File: config.mk
export PLATFORM = sky130hd
export DESIGN_NAME = instruction_fetch
export DESIGN_NICKNAME = d
export VERILOG_FILES = /design/src/rtl/instruction_fetch.sv
export SDC_FILE = /design/constraint.sdc
export NUM_CORES = 1
export LEC_CHECK = 0
export CAP_MARGIN = 20
export CORE_UTILIZATION = 56
export CTS_CLUSTER_SIZE = 8
export DETAILED_ROUTE_END_ITERATION = 16
export GPL_TIMING_DRIVEN = 0
export PLACE_DENSITY = 0.91
export SYNTH_ARGS = -nofsm -noshare
export SYNTH_HDL_FRONTEND = slang
export SYNTH_SLANG_ARGS = --single-unit
File: constraint.sdc
create_clock -name clk -period 11.1 [get_ports clk]
set_input_delay 1.11 -clock clk [delete_from_list [all_inputs] [get_ports clk]]
set_output_delay 1.11 -clock clk [all_outputs]
set_load 0.01 [all_outputs]
File: src/rtl/instruction_fetch.sv
// IF stage: owns the PC, issues word fetches under a credit limit and
// buffers returned words in an in-order queue that feeds ID.
module instruction_fetch #(
   parameter int              XLEN     = 32,
   parameter logic [XLEN-1:0] RESET_PC = '0,
   parameter int              DEPTH    = 2
) (
   input  logic            clk,
   input  logic            reset_n,   // active-high despite the name
   output logic            imem_req_valid,
   output logic [XLEN-1:0] imem_req_addr,
   input  logic            imem_req_ready,
   input  logic            imem_rsp_valid,
   input  logic [31:0]     imem_rsp_data,
   input  logic            imem_rsp_err,
   input  logic            redirect_valid,
   input  logic [XLEN-1:0] redirect_pc,
   input  logic            id_ready,
   output logic            if_valid,
   output logic [31:0]     if_instr,
   output logic [XLEN-1:0] if_pc,
   output logic [XLEN-1:0] if_pc_plus4,
   output logic [6:0]      if_opcode,
   output logic [2:0]      if_funct3,
   output logic [6:0]      if_funct7,
   output logic            if_fault
);

   localparam int          AW  = (DEPTH > 1) ? $clog2(DEPTH) : 1;
   localparam int          CW  = $clog2(DEPTH + 1);
   localparam logic [31:0] NOP = 32'h0000_0013;

   typedef enum logic {S_RUN, S_HALT} state_t;

   state_t          r_state;
   logic [XLEN-1:0] r_pc;
   logic [CW-1:0]   r_outst;
   logic [CW-1:0]   r_disc;
   logic [CW-1:0]   r_cnt;
   logic [AW-1:0]   r_qhd, r_qtl;
   logic [AW-1:0]   r_pf_hd, r_pf_tl;
   logic [31:0]     r_q_instr [DEPTH];
   logic [XLEN-1:0] r_q_pc    [DEPTH];
   logic            r_q_flt   [DEPTH];
   logic [XLEN-1:0] r_pf      [DEPTH];

   logic            w_if_valid, w_pop, w_credit, w_aligned, w_run;
   logic            w_req_valid, w_acc, w_misal, w_rsp, w_keep, w_push;
   logic [CW:0]     w_used;
   logic [CW-1:0]   w_outst_nxt;
   logic [31:0]     w_push_instr;
   logic [XLEN-1:0] w_push_pc;
   logic            w_push_flt;

   // Credits cover both in-flight requests and queued entries, so a
   // response can always be enqueued without back-pressure.
   assign w_if_valid  = (r_cnt != '0) && !reset_n;
   assign w_pop       = w_if_valid && id_ready;
   assign w_used      = (CW+1)'(r_outst) + (CW+1)'(r_cnt) - (CW+1)'(w_pop);
   assign w_credit    = w_used < (CW+1)'(DEPTH);
   assign w_aligned   = (r_pc[1:0] == 2'b00);
   assign w_run       = !reset_n && (r_state == S_RUN) && !redirect_valid;
   assign w_req_valid = w_run && w_aligned && w_credit;
   assign w_acc       = w_req_valid && imem_req_ready;
   assign w_misal     = w_run && !w_aligned && (r_outst == '0) && w_credit;
   assign w_rsp       = imem_rsp_valid && (r_outst != '0);
   assign w_keep      = w_rsp && (r_disc == '0);
   assign w_outst_nxt = r_outst + CW'(w_acc) - CW'(w_rsp);
   assign w_push      = (w_keep || w_misal) && !redirect_valid;

   assign w_push_flt   = w_misal || imem_rsp_err;
   assign w_push_instr = w_push_flt ? NOP : imem_rsp_data;
   assign w_push_pc    = w_misal ? r_pc : r_pf[r_pf_hd];

   always_ff @(posedge clk) begin
      if (reset_n) begin
         r_state <= S_RUN;
         r_pc    <= RESET_PC;
         r_outst <= '0;
         r_disc  <= '0;
         r_cnt   <= '0;
         r_qhd   <= '0;
         r_qtl   <= '0;
         r_pf_hd <= '0;
         r_pf_tl <= '0;
      end else begin
         r_outst <= w_outst_nxt;
         if (w_acc) r_pf_tl <= r_pf_tl + AW'(1);
         if (w_rsp) r_pf_hd <= r_pf_hd + AW'(1);
         if (redirect_valid) begin
            r_pc    <= redirect_pc;
            r_state <= S_RUN;
            r_disc  <= w_outst_nxt;
            r_cnt   <= '0;
            r_qhd   <= '0;
            r_qtl   <= '0;
         end else begin
            if (w_acc) r_pc <= r_pc + XLEN'(4);
            if (w_rsp && (r_disc != '0)) r_disc <= r_disc - CW'(1);
            if (w_push) r_qtl <= r_qtl + AW'(1);
            if (w_pop)  r_qhd <= r_qhd + AW'(1);
            r_cnt <= r_cnt + CW'(w_push) - CW'(w_pop);
            // A fault stops fetching; whatever is still in flight is dropped.
            if (w_push && w_push_flt) begin
               r_state <= S_HALT;
               r_disc  <= w_outst_nxt;
            end
         end
      end
   end

   always_ff @(posedge clk) begin
      if (w_acc) r_pf[r_pf_tl] <= r_pc;
      if (w_push) begin
         r_q_instr[r_qtl] <= w_push_instr;
         r_q_pc[r_qtl]    <= w_push_pc;
         r_q_flt[r_qtl]   <= w_push_flt;
      end
   end

   assign imem_req_valid = w_req_valid;
   assign imem_req_addr  = r_pc;
   assign if_valid       = w_if_valid;
   assign if_instr       = r_q_instr[r_qhd];
   assign if_pc          = r_q_pc[r_qhd];
   assign if_pc_plus4    = if_pc + XLEN'(4);
   assign if_opcode      = if_instr[6:0];
   assign if_funct3      = if_instr[14:12];
   assign if_funct7      = if_instr[31:25];
   assign if_fault       = w_if_valid && r_q_flt[r_qhd];

endmodule

Word level (Yosys, flattened, before mapping)
Memory sizes are Yosys's and may differ from the RTL's. A register that Yosys moved wholly into a read port is not among the register bits. Cells that the tools add are included.

Flip-flop bits (word level): 43. Memory bits (writable): 194. Bits of input ports: 71. Output and inout bits: 148. Word-level logic and storage cells: 77. Memories: 4.

$add $sub $neg: 13. Order comparisons: 1. Muxes and demuxes: 19. Bitwise gates (word level): 1. Reductions and logical operators: 30.

Memories: r_pf (depth 2, width 32, read ports 1, clocked after memory_dff 1, wr ports 1, line 45) `logic [XLEN-1:0] r_pf [DEPTH];`; r_q_instr (depth 2, width 32, read ports 1, clocked after memory_dff 1, wr ports 1, line 42) `logic [31:0] r_q_instr [DEPTH];`; r_q_pc (depth 2, width 32, read ports 1, clocked after memory_dff 1, wr ports 1, line 43) `logic [XLEN-1:0] r_q_pc [DEPTH];`; r_q_flt (depth 2, width 1, read ports 1, clocked after memory_dff 1, wr ports 1, line 44) `logic r_q_flt [DEPTH];`.

Operators with widths (number): $mux W32 (4); $add A32 B3 Y32 const B (2); $logic_and A1 B1 Y1 (16); $mux W1 (12); $reduce_bool A2 Y1 (4); $logic_not A2 Y1 (3); $mux W2 (3); $add A1 B1 Y1 const B (4); $add A2 B1 Y2 (2); $sub A2 B1 Y2 (2); $add A2 B2 Y3 (1); $logic_not A1 Y1 (3); $lt A3 B2 Y1 const B (1); $reduce_bool A3 Y1 (1); $sub A3 B1 Y3 (1); $logic_or A1 B1 Y1 (2); $reduce_or A2 Y1 (1); $sub A2 B1 Y2 const B (1); $not A1 Y1 (1).

Longest topological paths before layout
Gate-level depths: netlist of run 1.

Word-level depth: 11. Gate-level depth with buffers: 18. Depth with buffers taken out: 16.

Worst setup path before layout of run 1
Ideal clock, no wire load.

Path kind: input to register. Start point: input reset_n. End point: memory r_q_flt[0] (enable). Data arrival time: 5.993 ns. Required time: 10.612 ns. Slack: 4.619 ns. Stages on the path: 10. Path buffers: 0. Path through: nor2_1 > and2_1 > ha_1 > nand2b_1 > fa_1 > nor4b_2 > o2111ai_1 > a21oi_1 > inv_1 > nor2_1.

Word-level cells in the longest chain between the ends: 10. Elaborated cells between the ends (all ways): 14. Those cells by class: add/sub: 1; order compare: 1; mux: 2; reduce/logical: 10.

RTL lines: from (decl) (line 9) `input logic reset_n,`; $logic_not A1 Y1 (line 57) `assign w_if_valid = (r_cnt != '0) && !reset_n;`; $logic_and A1 B1 Y1 (line 57); $logic_and A1 B1 Y1 (line 58) `assign w_pop = w_if_valid && id_ready;`; named net w_pop (line 47) `logic w_if_valid, w_pop, w_credit, w_aligned, w_run;`; $sub A3 B1 Y3 (line 59) `assign w_used = (CW+1)'(r_outst) + (CW+1)'(r_cnt) - (CW+1)'(w_pop);`; $lt A3 B2 Y1 (line 60) `assign w_credit = w_used < (CW+1)'(DEPTH);`; $logic_and A1 B1 Y1 (line 65) `assign w_misal = w_run && !w_aligned && (r_outst == '0) && w_credit;`; $logic_or A1 B1 Y1 (line 69) `assign w_push = (w_keep || w_misal) && !redirect_valid;`; $logic_and A1 B1 Y1 (line 69); $mux W1 (line 114) `if (w_push) begin`; $mux W1 (implied by the code) (line 117) `r_q_flt[r_qtl] <= w_push_flt;`; to (decl) (line 44).

The timed path passes the listed nets, and every way through them passes these cells.

==> key figures, run 1 <==
Power and ir drop
  – Switching share of power: 27.2%
  – NetSw: 0.000744 W
  – Clock power share: a little over a third
  – Sequential share of power: between 40% and 50%
  – Max VDD drop: roughly 0.12 mV
  – Pwr dens: 188 nW/um^2
  – Pleak: 5.09 nW
  – Internal power: 0.00200 W
  – Gate power share: 23.7%

Timing
  – F_max: 0.165 GHz
  – Final Hold Viols: 0
  – Final min period: 6.05 ns
  – Slew Limit Headroom: 36.8%
  – RSZ-0062 raised after global routing: false
  – Fin Clk Skew: between 0.009 and 0.01 ns
  – Setup violators final: 0
  – Fin. max-slew vios: 0
  – Fin crit share: 54.5%
  – Hold_ws: between 0.5 and 0.6 ns
  – Slew @ Worst Pin: approximately 0.95 ns
  – Total Neg Setup Slack: 0 ns

Detailed routing
  – DRC viols: 0
  – DR vias: 8290
  – Via-per-instance ratio: 5.92
  – Length of the first detailed-routing pass in iterations: 5
  – 1st-iter DRT viols: about 750
  – Antenna-violating nets left: 0
  – Final WL: between 20 and 30 mm
  – Post-DR wirelength/cell: 20.9 um

Final layout
  – Syn-to-layout area delta: 32.8%
  – Layout cells sized above 1: about an eighth
  – Non-filler cells, final: 1401
  – # diodes: 0
  – Layout Nets: roughly 1200

Clock tree
  – Post-CTS Setup Inserts: 0
  – CTS HTree Levels: 2
  – CTS tree: yes
  – Root buffer cell: clkbuf_16
  – CTS Hold Buffers Added: 0
  – Clock Latency Late Sink: 0.50 ns
  – Num CTS Buffers: 35
  – Post-cts sizing count: 0
  – Sink Count: 239
  – Maximum clock insertion buffer count: 3
  – Reg clk slew, reported paths: 0.05 ns

Critical path
  – Worst EP required: 9.99 ns
  – WS Path Type: reg -> out
  – Startpoint Class: register
  – Crit path DAT: a little under 5 ns
  – CP Max Fanout: 10
  – CP endpoint kind: output port

Synth
  – Ys async rst share: 0%
  – Synth warn: 0
  – Post-synth EDFFs: 194
  – Top_reg_cell synth: edfxtp_1
  – Count of different cell masters after synthesis: 65
  – Post-Syn Nets: 950
  – Post-synthesis sequential area ratio: 61.4%
  – Flops & latches, synth: 239
  – Synth Instances: 869
  – Syn Area/Cell: 12.6 um^2
  – Synthesized area: 11000 um^2

Place
  – Port Buffer Count: around 220
  – Placer Congestion: 0.931
  – Placed instance count: around 1400
  – Final HPWL DP: ~19 mm

Global route
  – GR Overflow Total: 0
  – GR Util All Layers: between 20% and 30%
  – Initial antenna violation count: 0
  – First-pass GRT wire length: 44.5 mm
  – Largest net degree at the start of global routing: 66
  – Vias in the first global route: 8238

Die
  – Die Y: 142 um
  – Number of cell rows: 50
  – I/O pin cnt: between 200 and 250
  – Die Width: between 100 and 150 um
  – Core area: 19000 um^2
  – Starting Density: 57.8%
  – DIE AREA: roughly 20000 um^2

Hold path
  – HP Class: reg -> reg

Status
  – Status: finished, final reports clean

Job
  – Max capacitance violation total: 0
[cells in the mapped netlist, drive strengths merged, types with 8 or more instances]
| library cell | count | share of area, % |
|---|---|---|
| ha | 9 | 1.0 |
| xor2 | 10 | 0.80 |
| clkbuf | 36 | 1.2 |
| nor3 | 17 | 0.78 |
| and2 | 9 | 0.53 |
| o21ai | 14 | 0.64 |
| a31oi | 14 | 0.80 |
| inv | 28 | 0.96 |
| xnor2 | 33 | 2.6 |
| nand3 | 20 | 0.96 |
| mux2i | 44 | 4.0 |
| nand4 | 20 | 1.2 |
| nor4 | 8 | 0.57 |
| nor2 | 71 | 2.4 |
| dfxtp | 45 | 8.2 |
| a21oi | 63 | 2.9 |
| nand2 | 37 | 1.3 |
| and3 | 36 | 2.1 |
| buf | 32 | 2.1 |
| edfxtp | 194 | 53 |
| mux2 | 55 | 5.7 |
[critical path, cell delays in order, from the launching register on]
cell,delay [ns]
dfxtp_1,0.37
buf_6,0.16
buf_8,0.14
buf_6,0.16
buf_2,0.31
clkbuf_1,0.49
buf_2,0.41
mux2i_1,0.16
inv_1,0.09
ha_1,0.21
inv_1,0.05
a211oi_1,0.53
and4b_1,0.28
buf_4,0.15
nor4b_2,0.23
xor2_1,0.16
clkdlybuf4s50_1,0.54
[layout make-up]
class                           count  area, um^2
Buffer                             68         370
Clock buffer                       50         975
Fill cell                        1135        4410
Inverter                           28         105
Multi-Input combinational cell    534        3770
Sequential cell                   239        6730
Tap cell                          260         325
Timing Repair Buffer              222        2270
[power groups by stage]
stage	combinational [W]	sequential, W	clock [W]
finish	0.000649	0.00113	0.000955
global route	0.000692	0.00114	0.000991
CTS	0.000645	0.00113	0.000957
detailed placement	0.000632	0.00115	0
global placement	0.000600	0.00115	0
floorplan	0.000350	0.00114	0
[sequential cells by signal, indices dropped and copies added, names as in the netlist, 2 cells and up, named ones only]
signal,flops
imem_req_addr,32
r_cnt,2
r_disc,2
r_outst,2
r_pf,64
r_q_flt,2
r_q_instr,64
r_q_pc,64
[placed cells by master, fill, tap and decap left out, drive strengths merged, types with 20 or more instances in the layout]
| cell | Yosys | final |
|---|---|---|
| a21oi | 63 | 63 |
| and3 | 36 | 36 |
| buf | 32 | 36 |
| clkbuf | 36 | 86 |
| clkdlybuf4s50 | 0 | 218 |
| dfxtp | 45 | 45 |
| edfxtp | 194 | 194 |
| inv | 28 | 28 |
| mux2 | 55 | 55 |
| mux2i | 44 | 44 |
| nand2 | 37 | 37 |
| nand3 | 20 | 20 |
| nand4 | 20 | 20 |
| nor2 | 71 | 71 |
| xnor2 | 33 | 33 |
[routing by layer]
metal,vias to the layer above,wire length [um],global-route usage (%)
met5,-,0,0
met4,0,1040,13.6
met3,77,2440,4.08
met2,502,14600,50.1
met1,3984,11200,36.9
li1,3727,-,-
[worst paths after layout]
check                             from                      to  slack (ns)  cells past startpoint
hold / removal    r_pf_hd$_SDFFE_PP0P_                register        0.54                      2
setup reg to reg   r_cnt[0]$_SDFF_PP0_  r_disc[1]$_SDFFE_PP0P_        6.36                     18
setup / recovery              register         if_pc_plus4[30]        5.05                     16
hold reg to reg   r_pf_hd$_SDFFE_PP0P_                register        0.54                      2
[cells by family after synthesis]
family,synth area share [%]
AND/OR/NAND/NOR,12.5
flip-flops,61.4
adder cells (fa/ha/maj),1.21
buffers and inverters,4.34
multiplexers,9.67
AO/OA/AOI/OAI,7.46
XOR/XNOR,3.44
[metrics by stage]
| step | utilization (%) | cell area, um^2 | setup slack, ns | total power (W) |
|---|---|---|---|---|
| floorplan | - | 11000 | 4.62 | 0.00149 |
| global placement | 71.0 | 13500 | 2.48 | 0.00175 |
| detailed placement | 71.6 | 13600 | 5.31 | 0.00178 |
| CTS | 76.7 | 14500 | 5.04 | 0.00274 |
| global route | 76.7 | 14500 | 4.78 | 0.00282 |
| finish | 76.7 | 14500 | 5.05 | 0.00274 |
Power figures use the tool's default switching activity.
==> inputs of run 2 (changes only) <==
--- a/config.mk
+++ b/config.mk
@@ -6,11 +6,11 @@
 export NUM_CORES = 1
 export LEC_CHECK = 0
 export CAP_MARGIN = 20
-export CORE_UTILIZATION = 56
+export CORE_UTILIZATION = 52
 export CTS_CLUSTER_SIZE = 8
 export DETAILED_ROUTE_END_ITERATION = 16
 export GPL_TIMING_DRIVEN = 0
-export PLACE_DENSITY = 0.91
+export PLACE_DENSITY = 0.85
 export SYNTH_ARGS = -nofsm -noshare
 export SYNTH_HDL_FRONTEND = slang
 export SYNTH_SLANG_ARGS = --single-unit
==> constraint.sdc (replaced) <==
create_clock -name clk -period 6.05 [get_ports clk]
set_input_delay 0.605 -clock clk [delete_from_list [all_inputs] [get_ports clk]]
set_output_delay 0.605 -clock clk [all_outputs]
set_load 0.01 [all_outputs]
==> run 2 against run 1 <==
Combinational power rose by 82%; global-route usage shrank 3.2 points; sequential power is 84% higher; register-to-register slack got worse by 5.2 ns; largest cell class unchanged; utilization is 5.6 points lower; final area hardly changed; die area grew 7.6%; routed wire length is 2.2% lower; critical path depth is the same; sequential share of layout area barely moved; clock skew up 0.0067 ns.
==> key figures, run 2 (synthesis gave the netlist of run 1 again) <==
Status
  – Status: finished, final reports clean (unchanged)

Timing
  – Final min period: 5.39 ns
  – Slew @ Worst Pin: 0.927 ns (was 0.946 ns)
  – Fin Clk Skew: 0.0157 ns (was 0.00900 ns)
  – Hold_ws: 0.541 ns (was 0.544 ns)
  – Final Hold Viols: 0 (unchanged)
  – Slew Limit Headroom: 38.1% (was 36.8%)
  – Fin crit share: approximately nine tenths
  – Fin. max-slew vios: 0 (unchanged)
  – RSZ-0062 raised after global routing: false (unchanged)
  – Setup violators final: 0 (unchanged)
  – F_max: 0.186 GHz

Die
  – Number of cell rows: 52 (was 50)
  – Starting Density: 53.6% (was 57.8%)
  – Die Y: 147 um (was 142 um)
  – Core area: 20400 um^2 (was 19000 um^2)
  – I/O pin cnt: 219 (unchanged)
  – Die Width: 147 um (was 142 um)
  – DIE AREA: 21700 um^2 (was 20100 um^2)

Critical path
  – Crit path DAT: 4.78 ns (was 4.94 ns)
  – Startpoint Class: register (unchanged)
  – CP endpoint kind: output port (unchanged)
  – R2r endpoint: r_disc[1]$_SDFFE_PP0P_ (unchanged)
  – Crit path to: if_pc_plus4[30] (unchanged)
  – Flop2flop setup slack: 1.15 ns (was 6.36 ns)
  – WS Path Type: reg -> out (unchanged)
  – Reg2Reg Depth: 18 (unchanged)
  – Worst EP required: 5.44 ns (was 9.99 ns)
  – CP Max Fanout: 10 (unchanged)
  – Reg2reg start: r_cnt[0]$_SDFF_PP0_ (unchanged)

Clock tree
  – Maximum clock insertion buffer count: 3 (unchanged)
  – Root buffer cell: clkbuf_16 (unchanged)
  – Post-CTS Setup Inserts: 0 (unchanged)
  – CTS Hold Buffers Added: 0 (unchanged)
  – Reg clk slew, reported paths: 0.05 ns (about the same)
  – Num CTS Buffers: 35 (unchanged)
  – CTS HTree Levels: 2 (unchanged)
  – CTS tree: yes (unchanged)
  – Clock Latency Late Sink: 0.50 ns (about the same)
  – Post-cts sizing count: 0 (unchanged)
  – Sink Count: 239 (unchanged)

Global route
  – Vias in the first global route: 8076 (was 8238)
  – Initial antenna violation count: 0 (unchanged)
  – M3 GR Usage: 3.63% (was 4.08%)
  – Largest net degree at the start of global routing: 66 (unchanged)
  – First-pass GRT wire length: 43.8 mm (was 44.5 mm)
  – GR Overflow Total: 0 (unchanged)
  – GRT busiest layer: met2 (unchanged)
  – GR Util All Layers: 26.1% (was 29.3%)
  – Met1 usage: 34.0% (was 36.9%)
  – Met2 Track Usage GR: 44.7% (was 50.1%)

Power and ir drop
  – Max VDD drop: 0.169 mV (was 0.121 mV)
  – Total Power: 0.00500 W (was 0.00274 W)
  – Pleak: 5.08 nW (was 5.09 nW)
  – Pwr dens: 344 nW/um^2 (was 188 nW/um^2)

Detailed routing
  – Post-DR wirelength/cell: 20.3 um (was 20.9 um)
  – DR vias: 8252 (was 8290)
  – DRC viols: 0 (unchanged)
  – Via-per-instance ratio: 5.85 (was 5.92)
  – 1st-iter DRT viols: 597 (was 748)
  – Final WL: 28.6 mm (was 29.3 mm)
  – Length of the first detailed-routing pass in iterations: 5 (unchanged)
  – Antenna-violating nets left: 0 (unchanged)

Final layout
  – Most frequent cells in the layout: clkdlybuf4s50_1, edfxtp_1, nor2_1 (unchanged)
  – Layout Nets: 1208 (was 1209)
  – Biggest regs: r_pf (64), r_q_instr (64), r_q_pc (64) (unchanged)
  – Layout cells sized above 1: 12.8% (was 12.9%)
  – Most common cell after layout, fill and taps aside: clkdlybuf4s50_1 (unchanged)
  – Utilization after layout: 71.1% (was 76.7%)
  – # diodes: 0 (unchanged)
  – Syn-to-layout area delta: 32.7% (was 32.8%)

Place
  – Port Buffer Count: 218 (unchanged)
  – Final HPWL DP: 19.2 mm (was 19.4 mm)
  – Placer Congestion: 0.904 (was 0.931)

Job
  – Max capacitance violation total: 0 (unchanged)

Hold path
  – HP Class: reg -> reg (unchanged)
## run 2: cell count changes in the layout (fill, tap and decap cells not counted)
cell and change:
buf_16 -1, buf_12 +1, buf_8 -1
## run 2: worst max-delay path: stages (launching register included)
cell and delay [ns]:
dfxtp_1 0.36, buf_6 0.16, buf_8 0.14, buf_6 0.16, buf_2 0.29, clkbuf_1 0.47, buf_2 0.40, mux2i_1 0.16
inv_1 0.09, ha_1 0.21, inv_1 0.05, a211oi_1 0.47, and4b_1 0.26, buf_4 0.14, nor4b_2 0.22, xor2_1 0.17
clkdlybuf4s50_1 0.55
## run 2: worst min path at each step
stage	slack, ns	from	depth (start not counted)	endpoint
floorplan	0.48	r_pf_hd$_SDFFE_PP0P_	2	register
finish	0.54	r_state$_SDFFE_PP0P_	2	r_state$_SDFFE_PP0P_
CTS	0.54	r_state$_SDFFE_PP0P_	2	r_state$_SDFFE_PP0P_
global placement	0.50	r_pf_hd$_SDFFE_PP0P_	2	r_pf_hd$_SDFFE_PP0P_
detailed placement	0.52	r_state$_SDFFE_PP0P_	2	r_state$_SDFFE_PP0P_
global route	0.56	r_pf_hd$_SDFFE_PP0P_	2	r_pf_hd$_SDFFE_PP0P_
## run 2: metrics by stage
stage	area, um^2	std cells	TNS, ns	setup slack, ns
6_report	14500	1410	0	0.661
5_1_grt	14500	1410	0	0.308
4_1_cts	14500	1410	0	0.608
3_5_place_dp	13600	1360	0	0.691
3_3_place_gp	13500	1357	-162.74	-2.18
2_1_floorplan	11000	869	0	0.0736
## run 2: report_power, final
part / switching (W) / leakage (nW) / total [W] / internal, W
combinational: 0.000613 / 2.47 / 0.00118 / 0.000568
sequential: 0.0000877 / 2.14 / 0.00208 / 0.00199
clock: 0.000644 / 0.471 / 0.00174 / 0.00110
total: 0.00134 / 5.08 / 0.00500 / 0.00366
## run 2: routing by layer
layer	vias to the layer above	part of all wire, %
met5	-	0
met4	0	2.7
met3	71	7.9
met2	465	50
met1	3978	40
li1	3738	-
## run 2: cell type report
cell class | instances | area [um^2]
buffer | 68 | 370
clock buffer | 50 | 975
fill | 1408 | 5900
inverter | 28 | 105
multi-input combinational | 534 | 3770
sequential | 239 | 6730
tap | 270 | 338
timing repair buffer | 221 | 2250
==> inputs of run 3 (changes only) <==
--- a/config.mk
+++ b/config.mk
@@ -5,9 +5,9 @@
 export SDC_FILE = /design/constraint.sdc
 export NUM_CORES = 1
 export LEC_CHECK = 0
-export CAP_MARGIN = 20
+export CAP_MARGIN = 15
 export CORE_UTILIZATION = 52
-export CTS_CLUSTER_SIZE = 8
+export CTS_CLUSTER_SIZE = 25
 export DETAILED_ROUTE_END_ITERATION = 16
 export GPL_TIMING_DRIVEN = 0
 export PLACE_DENSITY = 0.85
==> run 3 against run 2 <==
Final area decreased by 1.3%; sequential share of layout area increased by 0.61 points; power decreased by 5.9%; sequential power about the same; clock-buffer cell count decreased by 20; highest routed layer unchanged.
==> key figures, run 3 (synthesis gave the netlist of run 1 again) <==
Critical path
  – Slowest-stage cell, CP: clkdlybuf4s50_1 (unchanged)
  – CP endpoint kind: output port (unchanged)
  – CP delay by family, top: buffers and inverters (unchanged)
  – CP Buf/Inv Count: 10 (unchanged)
  – WS Path Type: reg -> out (unchanged)
  – Worst EP required: 5.44 ns (about the same)
  – Slowest stage delay, CP: 0.55 ns (about the same)
  – Crit path DAT: 4.77 ns (was 4.78 ns)
  – CP Max Fanout: 10 (unchanged)
  – Critical path, cell by cell: buf_6 > buf_8 > buf_6 > buf_2 > clkbuf_1 > buf_2 > mux2i_1 > inv_1 > ha_1 > inv_1 > a211oi_1 > and4b_1 > buf_4 > nor4b_2 > xor2_1 > clkdlybuf4s50_1 (unchanged)
  – Startpoint Class: register (unchanged)

Clock tree
  – Post-CTS Setup Inserts: 0 (unchanged)
  – CTS tree: yes (unchanged)
  – Reg clk slew, reported paths: 0.07 ns (was 0.05 ns)
  – Num CTS Buffers: 23 (was 35)
  – CTS Hold Buffers Added: 0 (unchanged)
  – Maximum clock insertion buffer count: 3 (unchanged)
  – Clock Latency Late Sink: 0.50 ns (about the same)
  – CTS HTree Levels: 1 (was 2)
  – Sink Count: 239 (unchanged)
  – Root buffer cell: clkbuf_16 (unchanged)
  – Post-cts sizing count: 0 (unchanged)

Power and ir drop
  – Pwr dens: 328 nW/um^2 (was 344 nW/um^2)
  – Total Power: 0.00471 W (was 0.00500 W)
  – Max VDD drop: 0.195 mV (was 0.169 mV)
  – Pleak: 4.99 nW (was 5.08 nW)

Job
  – Max capacitance violation total: 0 (unchanged)

Timing
  – Final Hold Viols: 0 (unchanged)
  – Fin crit share: 88.8% (was 89.1%)
  – Fin Clk Skew: 0.0216 ns (was 0.0157 ns)
  – Setup violators final: 0 (unchanged)
  – Final min period: 5.37 ns (was 5.39 ns)
  – F_max: 0.186 GHz (about the same)
  – RSZ-0062 raised after global routing: false (unchanged)
  – Setup slack after layout: 0.676 ns (was 0.661 ns)
  – Slew Limit Headroom: 39.7% (was 38.1%)
  – Slew @ Worst Pin: 0.903 ns (was 0.927 ns)
  – Hold_ws: 0.535 ns (was 0.541 ns)
  – Fin. max-slew vios: 0 (unchanged)

Die
  – Die Width: 147 um (unchanged)
  – I/O pin cnt: 219 (unchanged)
  – Die Y: 147 um (unchanged)
  – Core area: 20400 um^2 (unchanged)
  – Starting Density: 53.6% (unchanged)
  – DIE AREA: 21700 um^2 (unchanged)
  – Number of cell rows: 52 (unchanged)

Final layout
  – Biggest regs: r_pf (64), r_q_instr (64), r_q_pc (64) (unchanged)
  – Syn-to-layout area delta: 30.9% (was 32.7%)
  – Layout Nets: 1196 (was 1208)
  – # diodes: 0 (unchanged)
  – Final Cell Area: 14300 um^2 (was 14500 um^2)
  – Most frequent cells in the layout: clkdlybuf4s50_1, edfxtp_1, nor2_1 (unchanged)
  – Most common cell after layout, fill and taps aside: clkdlybuf4s50_1 (unchanged)
  – Layout cells sized above 1: 12.7% (was 12.8%)

Place
  – Place WS: 0.691 ns (unchanged)
  – Placer Congestion: 0.904 (unchanged)
  – Port Buffer Count: 218 (unchanged)
  – Final HPWL DP: 19.2 mm (unchanged)
  – DP Area: 13600 um^2 (unchanged)

Global route
  – Vias in the first global route: 7921 (was 8076)
  – Initial antenna violation count: 0 (unchanged)
  – GR Util All Layers: 24.8% (was 26.1%)
  – Largest net degree at the start of global routing: 66 (unchanged)
  – First-pass GRT wire length: 42.3 mm (was 43.8 mm)
  – GR Overflow Total: 0 (unchanged)

Hold path
  – HP Class: reg -> reg (unchanged)

Detailed routing
  – DR vias: 8039 (was 8252)
  – Antenna-violating nets left: 0 (unchanged)
  – DRC viols: 0 (unchanged)
  – 1st-iter DRT viols: 486 (was 597)
  – Post-DR wirelength/cell: 19.4 um (was 20.3 um)
  – Length of the first detailed-routing pass in iterations: 5 (unchanged)
  – Final WL: 27.1 mm (was 28.6 mm)
  – Via-per-instance ratio: 5.74 (was 5.85)

Status
  – Status: finished, final reports clean (unchanged)
run 3: report_power, final:
group | internal (W) | switching (W)
registers | 0.00199 | 0.0000843
clock network | 0.000887 | 0.000577
logic | 0.000567 | 0.000603
run 3: per-stage QoR:
stage          utilization [%]  TNS (ns)  cells
2_1_floorplan                -         0    869
3_3_place_gp              66.0   -162.74   1357
3_5_place_dp              66.4         0   1360
4_1_cts                   70.2         0   1400
5_1_grt                   70.2         0   1400
6_report                  70.2         0   1400
run 3: final timing paths:
kind / slack (ns) / depth (start not counted) / endpoint / start
setup / recovery: 0.68 / 16 / if_pc_plus4[30] / register
hold / removal: 0.54 / 2 / r_pf_hd$_SDFFE_PP0P_ / r_pf_hd$_SDFFE_PP0P_
setup reg to reg: 1.21 / 18 / r_disc[1]$_SDFFE_PP0P_ / r_cnt[0]$_SDFF_PP0_
hold reg to reg: 0.54 / 2 / r_pf_hd$_SDFFE_PP0P_ / r_pf_hd$_SDFFE_PP0P_
run 3: metal layers:
layer | up-vias | GRT usage [%] | wire [um]
met3 | 58 | 2.70 | 1780
met4 | 0 | 8.76 | 710
met2 | 379 | 42.7 | 13500
met1 | 3890 | 32.7 | 11100
met5 | - | 0 | 0
li1 | 3712 | - | -
run 3: layout make-up:
class,count,area [um^2]
buffer,68,370
clock buffer,30,653
clock inverter,10,131
fill,1410,6090
inverter,28,105
multi-input combinational,534,3770
sequential,239,6730
tap,270,338
timing repair buffer,221,2250
run 3: tightest hold or removal path: stages (launching register included):
cell     delay [ns]
dfxtp_1        0.33
xnor2_1        0.09
nor2_1         0.08
